File: src/rtl/mac_pkg.sv
// mac_pkg - shared types and constants for the dadda_mac_8 block.
//
// Contents:
//   mac_state_t   : frame FSM states (IDLE, FILL, DRAIN, DONE)
//   PROD_W        : width of the 8x8 unsigned product
//   DEFAULT_ACC_W : default accumulator / result width
//   DEFAULT_LEN   : default number of products per frame
package mac_pkg;

  typedef enum logic [1:0] {
    IDLE  = 2'd0,
    FILL  = 2'd1,
    DRAIN = 2'd2,
    DONE  = 2'd3
  } mac_state_t;

  localparam int PROD_W        = 16;
  localparam int DEFAULT_ACC_W = 24;
  localparam int DEFAULT_LEN   = 4;

endpackage

File: src/rtl/dadda_8.sv
// dadda_8 - combinational 8x8 unsigned multiplier built as a Dadda tree.
//
// Ports:
//   A [7:0]  : multiplicand
//   B [7:0]  : multiplier
//   y [15:0] : A * B
//
// The partial-product matrix is held column by column (bit weight = column
// index). Each stage reduces every column to the Dadda target height using
// half/full adders, with carries landing in the next column. The final two
// rows are summed with a plain carry-propagate adder.
module dadda_8
  import mac_pkg::*;
(
  input  logic [7:0]        A,
  input  logic [7:0]        B,
  output logic [PROD_W-1:0] y
);

  localparam int DEPTH  = 8;
  localparam int NCOL   = PROD_W + 1;
  localparam int STAGES = 4;

  logic [DEPTH-1:0]  col_bits [NCOL];
  int                col_h    [NCOL];
  logic [DEPTH-1:0]  nxt_bits [NCOL];
  int                nxt_h    [NCOL];
  logic [PROD_W-1:0] row_a;
  logic [PROD_W-1:0] row_b;
  int                eff;
  int                p;
  logic              x0, x1, x2, s, co;

  // Dadda height sequence for an 8-row matrix: 6, 4, 3, 2.
  function automatic int stage_target(input int st);
    case (st)
      0:       return 6;
      1:       return 4;
      2:       return 3;
      default: return 2;
    endcase
  endfunction

  function automatic logic bit_at(input logic [DEPTH-1:0] v, input int idx);
    logic [DEPTH-1:0] t;
    t = v >> idx;
    return t[0];
  endfunction

  function automatic logic [DEPTH-1:0] put_bit(input logic [DEPTH-1:0] v,
                                               input int idx, input logic b);
    return v | (DEPTH'(b) << idx);
  endfunction

  // Column heights depend only on structure, so every loop below unrolls
  // to a fixed adder network.
  always_comb begin
    for (int c = 0; c < NCOL; c++) begin
      col_bits[c] = '0;
      col_h[c]    = 0;
      nxt_bits[c] = '0;
      nxt_h[c]    = 0;
    end
    eff = 0;
    p   = 0;
    x0  = 1'b0;
    x1  = 1'b0;
    x2  = 1'b0;
    s   = 1'b0;
    co  = 1'b0;

    for (int i = 0; i < 8; i++) begin
      for (int j = 0; j < 8; j++) begin
        col_bits[i+j] = put_bit(col_bits[i+j], col_h[i+j], A[i] & B[j]);
        col_h[i+j]    = col_h[i+j] + 1;
      end
    end

    for (int st = 0; st < STAGES; st++) begin
      for (int c = 0; c < NCOL; c++) begin
        nxt_bits[c] = '0;
        nxt_h[c]    = 0;
      end
      for (int c = 0; c < NCOL - 1; c++) begin
        p   = 0;
        // Carries from column c-1 already sit in nxt_h[c].
        eff = col_h[c] + nxt_h[c];
        for (int k = 0; k < DEPTH / 2; k++) begin
          if (eff > stage_target(st)) begin
            x0 = bit_at(col_bits[c], p);
            x1 = bit_at(col_bits[c], p + 1);
            x2 = bit_at(col_bits[c], p + 2);
            if (eff == stage_target(st) + 1) begin
              s   = x0 ^ x1;
              co  = x0 & x1;
              p   = p + 2;
              eff = eff - 1;
            end else begin
              s   = x0 ^ x1 ^ x2;
              co  = (x0 & x1) | (x0 & x2) | (x1 & x2);
              p   = p + 3;
              eff = eff - 2;
            end
            nxt_bits[c]   = put_bit(nxt_bits[c], nxt_h[c], s);
            nxt_h[c]      = nxt_h[c] + 1;
            nxt_bits[c+1] = put_bit(nxt_bits[c+1], nxt_h[c+1], co);
            nxt_h[c+1]    = nxt_h[c+1] + 1;
          end
        end
        for (int k = 0; k < DEPTH; k++) begin
          if (k >= p && k < col_h[c]) begin
            nxt_bits[c] = put_bit(nxt_bits[c], nxt_h[c], bit_at(col_bits[c], k));
            nxt_h[c]    = nxt_h[c] + 1;
          end
        end
      end
      for (int c = 0; c < NCOL; c++) begin
        col_bits[c] = nxt_bits[c];
        col_h[c]    = nxt_h[c];
      end
    end

    for (int c = 0; c < PROD_W; c++) begin
      row_a[c] = bit_at(col_bits[c], 0);
      row_b[c] = bit_at(col_bits[c], 1);
    end
  end

  assign y = row_a + row_b;

endmodule

File: src/rtl/dadda_mac_8.sv
// dadda_mac_8 - pipelined 8x8 unsigned multiply-accumulate over fixed frames.
//
// Accepts LEN operand pairs per frame, multiplies each through a 3-stage
// pipeline (operand register, product register, accumulate) and presents the
// frame sum on y with a valid/ready handshake.
//
// Parameters:
//   LEN   : products per frame (1..256)
//   ACC_W : accumulator / result width (16..32)
//
// Ports:
//   clk       : clock, rising edge
//   rst_n     : asynchronous active-low reset
//   clear     : synchronous frame abort (priority over everything else)
//   in_valid  : A/B pair valid          in_ready  : pair can be accepted
//   A, B      : unsigned 8-bit operands
//   out_valid : y holds a frame sum     out_ready : consumer takes y
//   y         : frame sum, straight from the accumulator register
//
// Build option:
//   DADDA_MAC_SAT_EN : when defined, the accumulator clamps at 2^ACC_W-1
//                      instead of wrapping.
module dadda_mac_8
  import mac_pkg::*;
#(
  parameter int LEN   = DEFAULT_LEN,
  parameter int ACC_W = DEFAULT_ACC_W
) (
  input  logic             clk,
  input  logic             rst_n,
  input  logic             clear,
  input  logic             in_valid,
  output logic             in_ready,
  input  logic [7:0]       A,
  input  logic [7:0]       B,
  output logic             out_valid,
  input  logic             out_ready,
  output logic [ACC_W-1:0] y
);

  localparam int CNT_W = (LEN > 1) ? $clog2(LEN) : 1;

  mac_state_t        state, state_nxt;
  logic [CNT_W-1:0]  count;
  logic              s1_valid, s2_valid;
  logic [7:0]        s1_a, s1_b;
  logic [PROD_W-1:0] prod, s2_prod;
  logic [ACC_W-1:0]  acc, acc_sum;
  logic              accept, last_term, handshake, last_product;

  dadda_8 u_mult (
    .A (s1_a),
    .B (s1_b),
    .y (prod)
  );

  // in_ready is forced low during reset even though the state already reads IDLE.
  assign in_ready     = rst_n && ((state == IDLE) || (state == FILL)) && !clear;
  assign accept       = in_valid && in_ready;
  assign last_term    = accept && (count == CNT_W'(LEN - 1));
  assign handshake    = (state == DONE) && out_ready;
  // In DRAIN nothing new enters, so stage 2 valid with stage 1 empty is the last term.
  assign last_product = (state == DRAIN) && s2_valid && !s1_valid;
  assign out_valid    = (state == DONE);
  assign y            = acc;

`ifdef DADDA_MAC_SAT_EN
  logic [ACC_W:0] sum_wide;
  assign sum_wide = {1'b0, acc} + (ACC_W + 1)'(s2_prod);
  assign acc_sum  = sum_wide[ACC_W] ? {ACC_W{1'b1}} : sum_wide[ACC_W-1:0];
`else
  assign acc_sum  = acc + ACC_W'(s2_prod);
`endif

  always_ff @(posedge clk or negedge rst_n) begin
    if (!rst_n) state <= IDLE;
    else        state <= state_nxt;
  end

  always_comb begin
    state_nxt = state;
    if (clear) begin
      state_nxt = IDLE;
    end else begin
      case (state)
        IDLE:    if (accept) state_nxt = last_term ? DRAIN : FILL;
        FILL:    if (last_term) state_nxt = DRAIN;
        DRAIN:   if (last_product) state_nxt = DONE;
        DONE:    if (out_ready) state_nxt = IDLE;
        default: state_nxt = IDLE;
      endcase
    end
  end

  // Pipeline, term counter and accumulator. Bubbles simply leave the stage
  // valids low, so they are never counted or added.
  always_ff @(posedge clk or negedge rst_n) begin
    if (!rst_n) begin
      s1_valid <= 1'b0;
      s1_a     <= '0;
      s1_b     <= '0;
      s2_valid <= 1'b0;
      s2_prod  <= '0;
      acc      <= '0;
      count    <= '0;
    end else if (clear) begin
      s1_valid <= 1'b0;
      s2_valid <= 1'b0;
      acc      <= '0;
      count    <= '0;
    end else begin
      s1_valid <= accept;
      if (accept) begin
        s1_a <= A;
        s1_b <= B;
      end
      s2_valid <= s1_valid;
      if (s1_valid) s2_prod <= prod;
      if (handshake)     acc <= '0;
      else if (s2_valid) acc <= acc_sum;
      if (handshake)      count <= '0;
      else if (last_term) count <= '0;
      else if (accept)    count <= count + 1'b1;
    end
  end

endmodule

File: config.mk
export PLATFORM = sky130hd
export DESIGN_NAME = dadda_mac_8
export DESIGN_NICKNAME = d
export VERILOG_FILES = /design/src/rtl/mac_pkg.sv /design/src/rtl/dadda_8.sv /design/src/rtl/dadda_mac_8.sv
export SDC_FILE = /design/constraint.sdc
export NUM_CORES = 1
export LEC_CHECK = 0
export CORE_MARGIN = 2
export CORE_UTILIZATION = 50
export DETAILED_ROUTE_END_ITERATION = 10
export HOLD_SLACK_MARGIN = 0.05
export PLACE_DENSITY = 0.67
export SYNTH_ARGS = -nofsm -noshare
export SYNTH_HDL_FRONTEND = slang
export SYNTH_SLANG_ARGS = --single-unit
File: constraint.sdc
create_clock -name clk -period 7.1 [get_ports clk]
set_clock_uncertainty 0.2 [all_clocks]
set_input_delay 1.065 -clock clk [delete_from_list [all_inputs] [get_ports clk]]
set_output_delay 1.065 -clock clk [all_outputs]
set_load 0.005 [all_outputs]
Word level (Yosys, flattened, before mapping) --
Index checks and enable logic that the tools add are counted. W data, S select, Z words.
Word-level totals: bits in registers 62, input bits 21, output and inout bits 26, word-level logic and storage cells 543
Cells by class: add/subtract/negate cells 3, equality and inequality tests 8, multiplexer cells 16, bitwise operators 492, reductions and logical operators 16
Operator list (count):
- $and A1 B1 Y1 | 176
- $or A1 B2 Y2 | 66
- $xor A1 B1 Y1 | 77
- $mux W24 | 3
- $or A1 B1 Y1 | 70
- $or A4 B4 Y4 | 14
- $or A6 B3 Y6 | 8
- $or A6 B4 Y6 | 8
- $or A6 B5 Y6 | 8
- $or A6 B6 Y6 | 8
- $or A2 B3 Y3 | 13
- $or A3 B3 Y3 | 12
- $add A24 B16 Y24 | 1
- $or A4 B3 Y4 | 6
- $mux W2 | 10
- $add A15 B15 Y16 | 1
- $or A5 B3 Y5 | 3
- $or A5 B4 Y5 | 3
- $or A5 B5 Y5 | 3
- $or A7 B3 Y7 | 2
- $or A7 B4 Y7 | 2
- $or A7 B5 Y7 | 2
- $or A7 B6 Y7 | 2
- $or A7 B7 Y7 | 2
- 22 further kinds | 35

Depth between registers and ports, before layout --
Gate-level depths: netlist of the first run.
depth after elaboration 32, depth in mapped cells 17, gate-level depth less buffers 16

Cells and area by module --
From an unflattened synthesis of the first run, not the netlist that was laid out.
Unflattened totals: cells, all modules 581, area, all modules 5345.1 sq um
Modules (own cells, without submodules):
- dadda_mac_8 | instances 1, cells an instance 354, area an instance 3443.3 sq um, seq. area each 1551.5 sq um
- dadda_8 | instances 1, cells an instance 227, area an instance 1901.8 sq um, seq. area each 0.0 sq um

Least setup slack after synthesis of the first run --
OpenSTA, ideal clock, no wires.
kind register to register, from register s1_b[7], to register s2_prod[14], setup time 0.131 ns, arrival time 4.254 ns, required time 6.769 ns, slack 2.515 ns, stages on the path, launching flop included 17, path buffers 0, period minus slack after synthesis 4.585 ns, path through dfrtp_1 and2_1 fa_1 inv_1 fa_1 inv_1 fa_1 inv_1 fa_1 inv_1 ha_1 and3_4 nor2b_1 a311oi_2 o21ai_1 and4_1 or3_1
Between the ends: longest elaborated chain between the ends 32, elaborated cells on any way between the ends 242, classes of those cells add/sub (1); bitwise (241)
RTL lines:
- start, declared | RTL line dadda_mac_8.sv:46 | logic [7:0] s1_a, s1_b;
- start signal, assigned | RTL line dadda_mac_8.sv:101 | s1_b <= '0;
- start signal, assigned | RTL line dadda_mac_8.sv:115 | s1_b <= B;
- $and A1 B1 Y1 | RTL line dadda_8.sv:74 | col_bits[i+j] = put_bit(col_bits[i+j], col_h[i+j], A[i] & B[j]);
- $or A1 B2 Y2 | RTL line dadda_8.sv:52 | return v | (DEPTH'(b) << idx);
- $or A8 B3 Y8 | RTL line dadda_8.sv:52
- $or A8 B4 Y8 | RTL line dadda_8.sv:52
- $or A8 B5 Y8 | RTL line dadda_8.sv:52
- $or A8 B6 Y8 | RTL line dadda_8.sv:52
- $or A8 B7 Y8 | RTL line dadda_8.sv:52
- $or A8 B8 Y8 | RTL line dadda_8.sv:52
- [... 14 more ...]
- $and A1 B1 Y1 (on tied branches)
- $or A1 B1 Y1 (2 in series) | RTL line dadda_8.sv:100 | co = (x0 & x1) | (x0 & x2) | (x1 & x2);
- $or A1 B2 Y2 | RTL line dadda_8.sv:52
- $or A2 B3 Y3 | RTL line dadda_8.sv:52
- $and A1 B1 Y1 | RTL line dadda_8.sv:100
- $or A1 B1 Y1 (2 in series) | RTL line dadda_8.sv:100
- $or A1 B2 Y2 | RTL line dadda_8.sv:52
- $add A15 B15 Y16 (*) | RTL line dadda_8.sv:129 | assign y = row_a + row_b;
- end signal, assigned | RTL line dadda_mac_8.sv:118 | if (s1_valid) s2_prod <= prod;
- end, declared | RTL line dadda_mac_8.sv:47 | logic [PROD_W-1:0] prod, s2_prod;
Every way passes the cells marked *; elsewhere a longest branch is shown, timed or not. A chain may end at the register's enable or synchronous reset.

Worst setup path in the final report of the first run --
Ends and elaborated chain as after synthesis.

==> results of run 1 <==
## state kept, by name, indices dropped and copies added, names as in the netlist
register  flops
y            24
s1_valid      1
s2_valid      1
s1_a          8
s2_prod      16
s1_b          8
state         2
count         2
## power by group through the flow
stage	sequential [W]	combinational (W)	clock, W
floorplan	0.000488	0.00103	0
global placement	0.000542	0.00124	0
detailed placement	0.000547	0.00127	0
CTS	0.000541	0.00128	0.000293
global route	0.000555	0.00147	0.000310
finish	0.000539	0.00127	0.000284
## stage by stage
stage	total power (W)	setup WS (ps)	utilization
after global routing	0.002332	2068	0.5921
final	0.002092	2286	0.5921
after detailed placement	0.001817	2274	0.5754
after global placement	0.001780	2355	0.5754
after CTS	0.002111	2277	0.5921
after floorplan	0.001514	2515	-
## cell usage after synthesis (3+ instances only)
library cell    n  area share
nor2b_1         5      0.0058
a31oi_1         3      0.0035
nor3_1         13       0.012
a21oi_1        34       0.032
nor2_1         33       0.023
xor2_1          9       0.015
or3_1           5      0.0058
and3_1          3      0.0035
clkbuf_1       16       0.011
a211oi_1       11       0.015
inv_1          66       0.046
a21o_1          6      0.0083
dfrtp_1        62        0.29
nand3_1        24       0.022
o21bai_1        4      0.0056
and2_1         42       0.049
nand2_1       112       0.078
o21a_1          3      0.0042
o211ai_1        6      0.0083
o21ai_0        23       0.021
fa_1           37        0.14
mux2i_1         7       0.013
xnor2_1        13       0.021
ha_1           42       0.097
nand4_1         4      0.0046
o21ai_1         7      0.0065
## routing by layer
metal  vias to the layer above  routed length, microns  track usage
met3                        15                     401      0.04419
met2                        90                    5752       0.3621
met5                         -                       0            0
met1                      2136                    5619       0.3030
li1                       2186                       -            -
met4                         0                     159      0.07418
## cell families after synthesis
family / Yosys count / synth area share
simple gates: 252 / 0.2208
xor+xnor: 22 / 0.03572
flops: 62 / 0.2876
buf+inv: 86 / 0.06006
mux: 9 / 0.01716
fa+ha+maj: 79 / 0.2347
compound gates: 119 / 0.1440
## cell type report
| type | instances | area, sq um |
|---|---|---|
| fill | 931 | 4249 |
| multi-input combinational | 481 | 3520 |
| sequential | 62 | 1551 |
| timing repair buffer | 52 | 500.5 |
| inverter | 67 | 251.5 |
| tap | 136 | 170.2 |
| clock buffer | 13 | 168.9 |
| clock inverter | 1 | 5.005 |
## final timing paths
path	startpoint	end
min in group asynchronous	rst_n	y[23]
worst max-delay path	s1_b[7]	s2_prod[14]
worst min-delay path	s2_prod[0]	s2_prod[0]
max in group asynchronous	rst_n	s1_b[1]
worst min register to register	s2_prod[0]	s2_prod[0]
worst max register to register	s1_b[7]	s2_prod[14]
## critical path: stages, from the launching register on
cell      delay, ps
dfrtp_1         450
and2_1          210
fa_1            540
inv_1            50
fa_1            490
inv_1            50
fa_1            470
inv_1            50
fa_1            490
inv_1            40
ha_1            320
and3_4          170
nor2b_1         140
a311oi_2        350
o21ai_1         120
and4_1          200
or3_1           350
==> metrics.yaml, run 1 <==
run_status:
  status: "completed"
global_route:
  antenna_found_initial: 0
  grt_pass1_vias: 4353
  overflow: 0
  grt_max_degree: 59
  grt_pass1_wl_microns: 20580
  groute.usage.overall: 0.2244
yosys:
  ys_types: 55
  syn_avg_cell_area_sq_um: 8.577
  syn-instance-count: 629
  synth-edff-count: 0
  ys_async_sr_fraction: 1.000
  ys_seq_elements: 62
  syn-num-nets: 729
  synth_ff_type: "dfrtp_1"
  synth_warnings: 0
  ys_seq_area_frac: 0.2876
  synth_area_sq_um: 5395
power:
  power_density_nw_per_um2: 339.2
  power_switching_w: 0.0009668
  p_clk_frac: 0.136
  seqPwrFrac: 0.258
  power_frac_comb: 0.607
  leakage_nw: 2.940
  switching_share: 0.4622
  p_int_w: 0.001125
  ir_drop_v: 0.0001976
timing:
  maxSlewViolCount: 0
  setup_violations: 0
  timing.slew.headroom: 0.5023
  final_hold_viol_count: 0
  timing.final.crit_share: 0.6780
  period_minus_slack_ps: 4814
  worstMarginPinSlew_ps: 746.6
  fin_tns_setup_ps: 0
  rsz0062_at_grt: "false"
  worst_hold_slack_ps: 286.5
  timing.fmax_ghz: 0.2077
layout:
  area_growth_syn_to_layout_pct: 14.31
  layout_commonest_cell: "nand2_1"
  antenna_cells: 0
  design_area_sq_um: 6167
  final_cells: 812
  nets: 773
  final_cell_mix: "nand2_1, inv_1, dfrtp_1"
  drive_above_1_share: 0.05178
worst_setup_path:
  path_class: "reg -> reg"
  critPathArrivalTime_ps: 4850
  end_kind: "flop"
  critPathMaxFanout: 9
  crit_required_ps: 7140
  start_kind: "flop"
  r2r_cells: 16
  reg2reg_slack_ps: 2290
worst_hold_path:
  holdPathStages: 2
  min_path_type: "reg -> reg"
floorplanning:
  fp.dieW_microns: 107.9
  die_area_sq_um: 11640
  start_util: 0.5180
  fp.dieH_microns: 107.9
  rows: 37
  io_pins: 47
  core-area_sq_um: 10420
cts:
  clk_latency_ps: 350
  cts_root_buf: "clkbuf_8"
  clkTransAtPathRegs_ps: 70
  clock_path_buffers: 2
  cts_inserted_buffers: 9
  cts.htree.levels: 3
  cts_tree: "built"
  postCtsSetupRepairBufs: 0
  hold_buffers: 0
  ctsResizeCount: 0
  cts.sinks: 62
routing:
  dr.pass1.iters: 4
  drtIter0Drc: 199
  detail_route.wl_per_cell_microns: 14.70
  antenna_left: 0
  totalWireLength_microns: 11930
  vias_per_cell: 5.452
  route.detailed.drc: 0
  vias: 4427
place:
  dp_cells: 798
  gp_congestion: 0.9136
  portBuffers: 46
  placed_area_sq_um: 5993
  hpwlAfterDp_microns: 9214
flow_run:
  maxCapViolCount: 0
Note: power is estimated with default switching activity, not from simulation.
==> run 2: changes to the inputs <==
==> constraint.sdc (replaced) <==
create_clock -name clk -period 5.1 [get_ports clk]
set_clock_uncertainty 0.2 [all_clocks]
set_input_delay 0.765 -clock clk [delete_from_list [all_inputs] [get_ports clk]]
set_output_delay 0.765 -clock clk [all_outputs]
set_load 0.005 [all_outputs]
==> run 2 against run 1 <==
- hold slack improved by 2.7 ps
- total power rose by 41%
- flip-flop and latch count did not move
- cell count rose by 0.49%
- utilization rose by 0.37 points
- cell area rose by 0.63%
- worst setup slack got worse by 2000 ps
- non-clock buffer count rose by 3
- first-iteration DRC count rose by 13%
==> metrics.yaml, run 2 (synthesis results as in run 1) <==
timing:
  timing.final.crit_share: 0.9491
  rsz0062_at_grt: "false"
  worstMarginPinSlew_ps: 618.1
  period_minus_slack_ps: 4841
  maxSlewViolCount: 0
  final_hold_viol_count: 0
  timing.fmax_ghz: 0.2066
  timing.slew.headroom: 0.5872
  setup_violations: 0
  fin_tns_setup_ps: 0
global_route:
  overflow: 0
  antenna_found_initial: 0
  groute.usage.overall: 0.2226
  grt_pass1_wl_microns: 20630
  grt_max_degree: 42
  grt_pass1_vias: 4347
cts:
  cts.sinks: 62
  hold_buffers: 0
  cts_tree: "built"
  ctsResizeCount: 0
  cts_inserted_buffers: 9
  cts.htree.levels: 3
  cts_root_buf: "clkbuf_8"
  postCtsSetupRepairBufs: 0
  clk_latency_ps: 350
  clkTransAtPathRegs_ps: 80
  clock_path_buffers: 2
worst_setup_path:
  r2r_cells: 16
  crit_chain: "and2_1, fa_1, inv_1, fa_1, inv_1, fa_1, inv_1, fa_1, inv_1, ha_1, and3_4, nor2b_1, a311oi_2, o21ai_1, and4_1, or3_1"
  cp_top_family: "adder cells"
  start_kind: "flop"
  critPathMaxFanout: 9
  slowest_delay_ps: 530
  critPathArrivalTime_ps: 4860
  path_class: "reg -> reg"
  crit_required_ps: 5120
  rr_startpoint: "s1_b[7]"
  reg2reg_slack_ps: 260
  slowest_stage: "fa_1"
  worst-path-buf-inv: 4
  r2r_end: "s2_prod[14]"
  end_kind: "flop"
floorplanning:
  io_pins: 47
  die_area_sq_um: 11640
  fp.dieH_microns: 107.9
  start_util: 0.5180
  core-area_sq_um: 10420
  rows: 37
  fp.dieW_microns: 107.9
routing:
  totalWireLength_microns: 12280
  dr.pass1.iters: 7
  vias: 4457
  vias_per_cell: 5.462
  route.detailed.drc: 0
  antenna_left: 0
  drtIter0Drc: 225
  detail_route.wl_per_cell_microns: 15.05
layout:
  largest_reg_flops: 24
  drive_above_1_share: 0.05588
  post-route-util: 0.5958
  design_area_sq_um: 6206
  nFillCells: 991
  final_cell_mix: "nand2_1, inv_1, dfrtp_1"
  area_growth_syn_to_layout_pct: 15.03
  layout_commonest_cell: "nand2_1"
  nets: 776
  antenna_cells: 0
place:
  gp_congestion: 0.9009
  placed_area_sq_um: 6016
  hpwlAfterDp_microns: 9542
  portBuffers: 46
power:
  power_density_nw_per_um2: 476.0
  ir_drop_v: 0.0002573
  leakage_nw: 2.953
flow_run:
  maxCapViolCount: 0
worst_hold_path:
  min_path_type: "in -> async"
run_status:
  status: "completed"
## run 2: worst reg2reg max path, delay by kind of cell, from the launching register on
| family | cells | cell delay, ps |
|---|---|---|
| AOI/OAI and AO/OA | 2 | 450 |
| and+or+nand+nor | 5 | 1080 |
| buffers and inverters | 4 | 200 |
| adders and majority gates | 5 | 2340 |
| DFF | 1 | 460 |
## run 2: cell type report
type	instances	area [sq um]	area share
clock inverter	3	45.04	0.007258
timing repair buffer	55	523.0	0.08427
sequential	62	1551	0.2500
clock buffer	12	145.1	0.02339
multi-input combinational	481	3520	0.5671
inverter	67	251.5	0.04052
tap	136	170.2	0.02742
## run 2: metal layers
layer  share of wire  global-route usage
met5               0                   0
met4           0.015             0.05586
met3           0.043             0.03450
met2            0.48              0.3580
met1            0.47              0.3151
## run 2: power by group
| part | internal (W) | total, W | switching, W |
|---|---|---|---|
| clock network | 0.000237 | 0.000438 | 0.000201 |
| logic | 0.000762 | 0.00178 | 0.00101 |
| registers | 0.000597 | 0.000741 | 0.000144 |
| total | 0.00160 | 0.00295 | 0.00136 |
## run 2: worst max-delay path by stage
stage          startpoint     endpoint  cells past startpoint
2_1_floorplan     s1_b[7]  s2_prod[14]                     16
3_3_place_gp      s1_b[7]  s2_prod[14]                     16
3_5_place_dp      s1_b[7]  s2_prod[14]                     16
4_1_cts           s1_b[7]  s2_prod[14]                     16
5_1_grt           s1_b[7]  s2_prod[15]                     16
6_report          s1_b[7]  s2_prod[14]                     16
## run 2: metrics by stage
step           hold slack [ps]  setup slack, ps  cells  power [W]
4_1_cts                  293.8            260.1    816   0.002983
5_1_grt                  303.2            21.66    816   0.003272
3_3_place_gp             281.1            349.0    801   0.002486
2_1_floorplan            242.8            515.0    629   0.002108
3_5_place_dp             282.1            264.1    801   0.002529
6_report                 289.1            259.4    816   0.002954
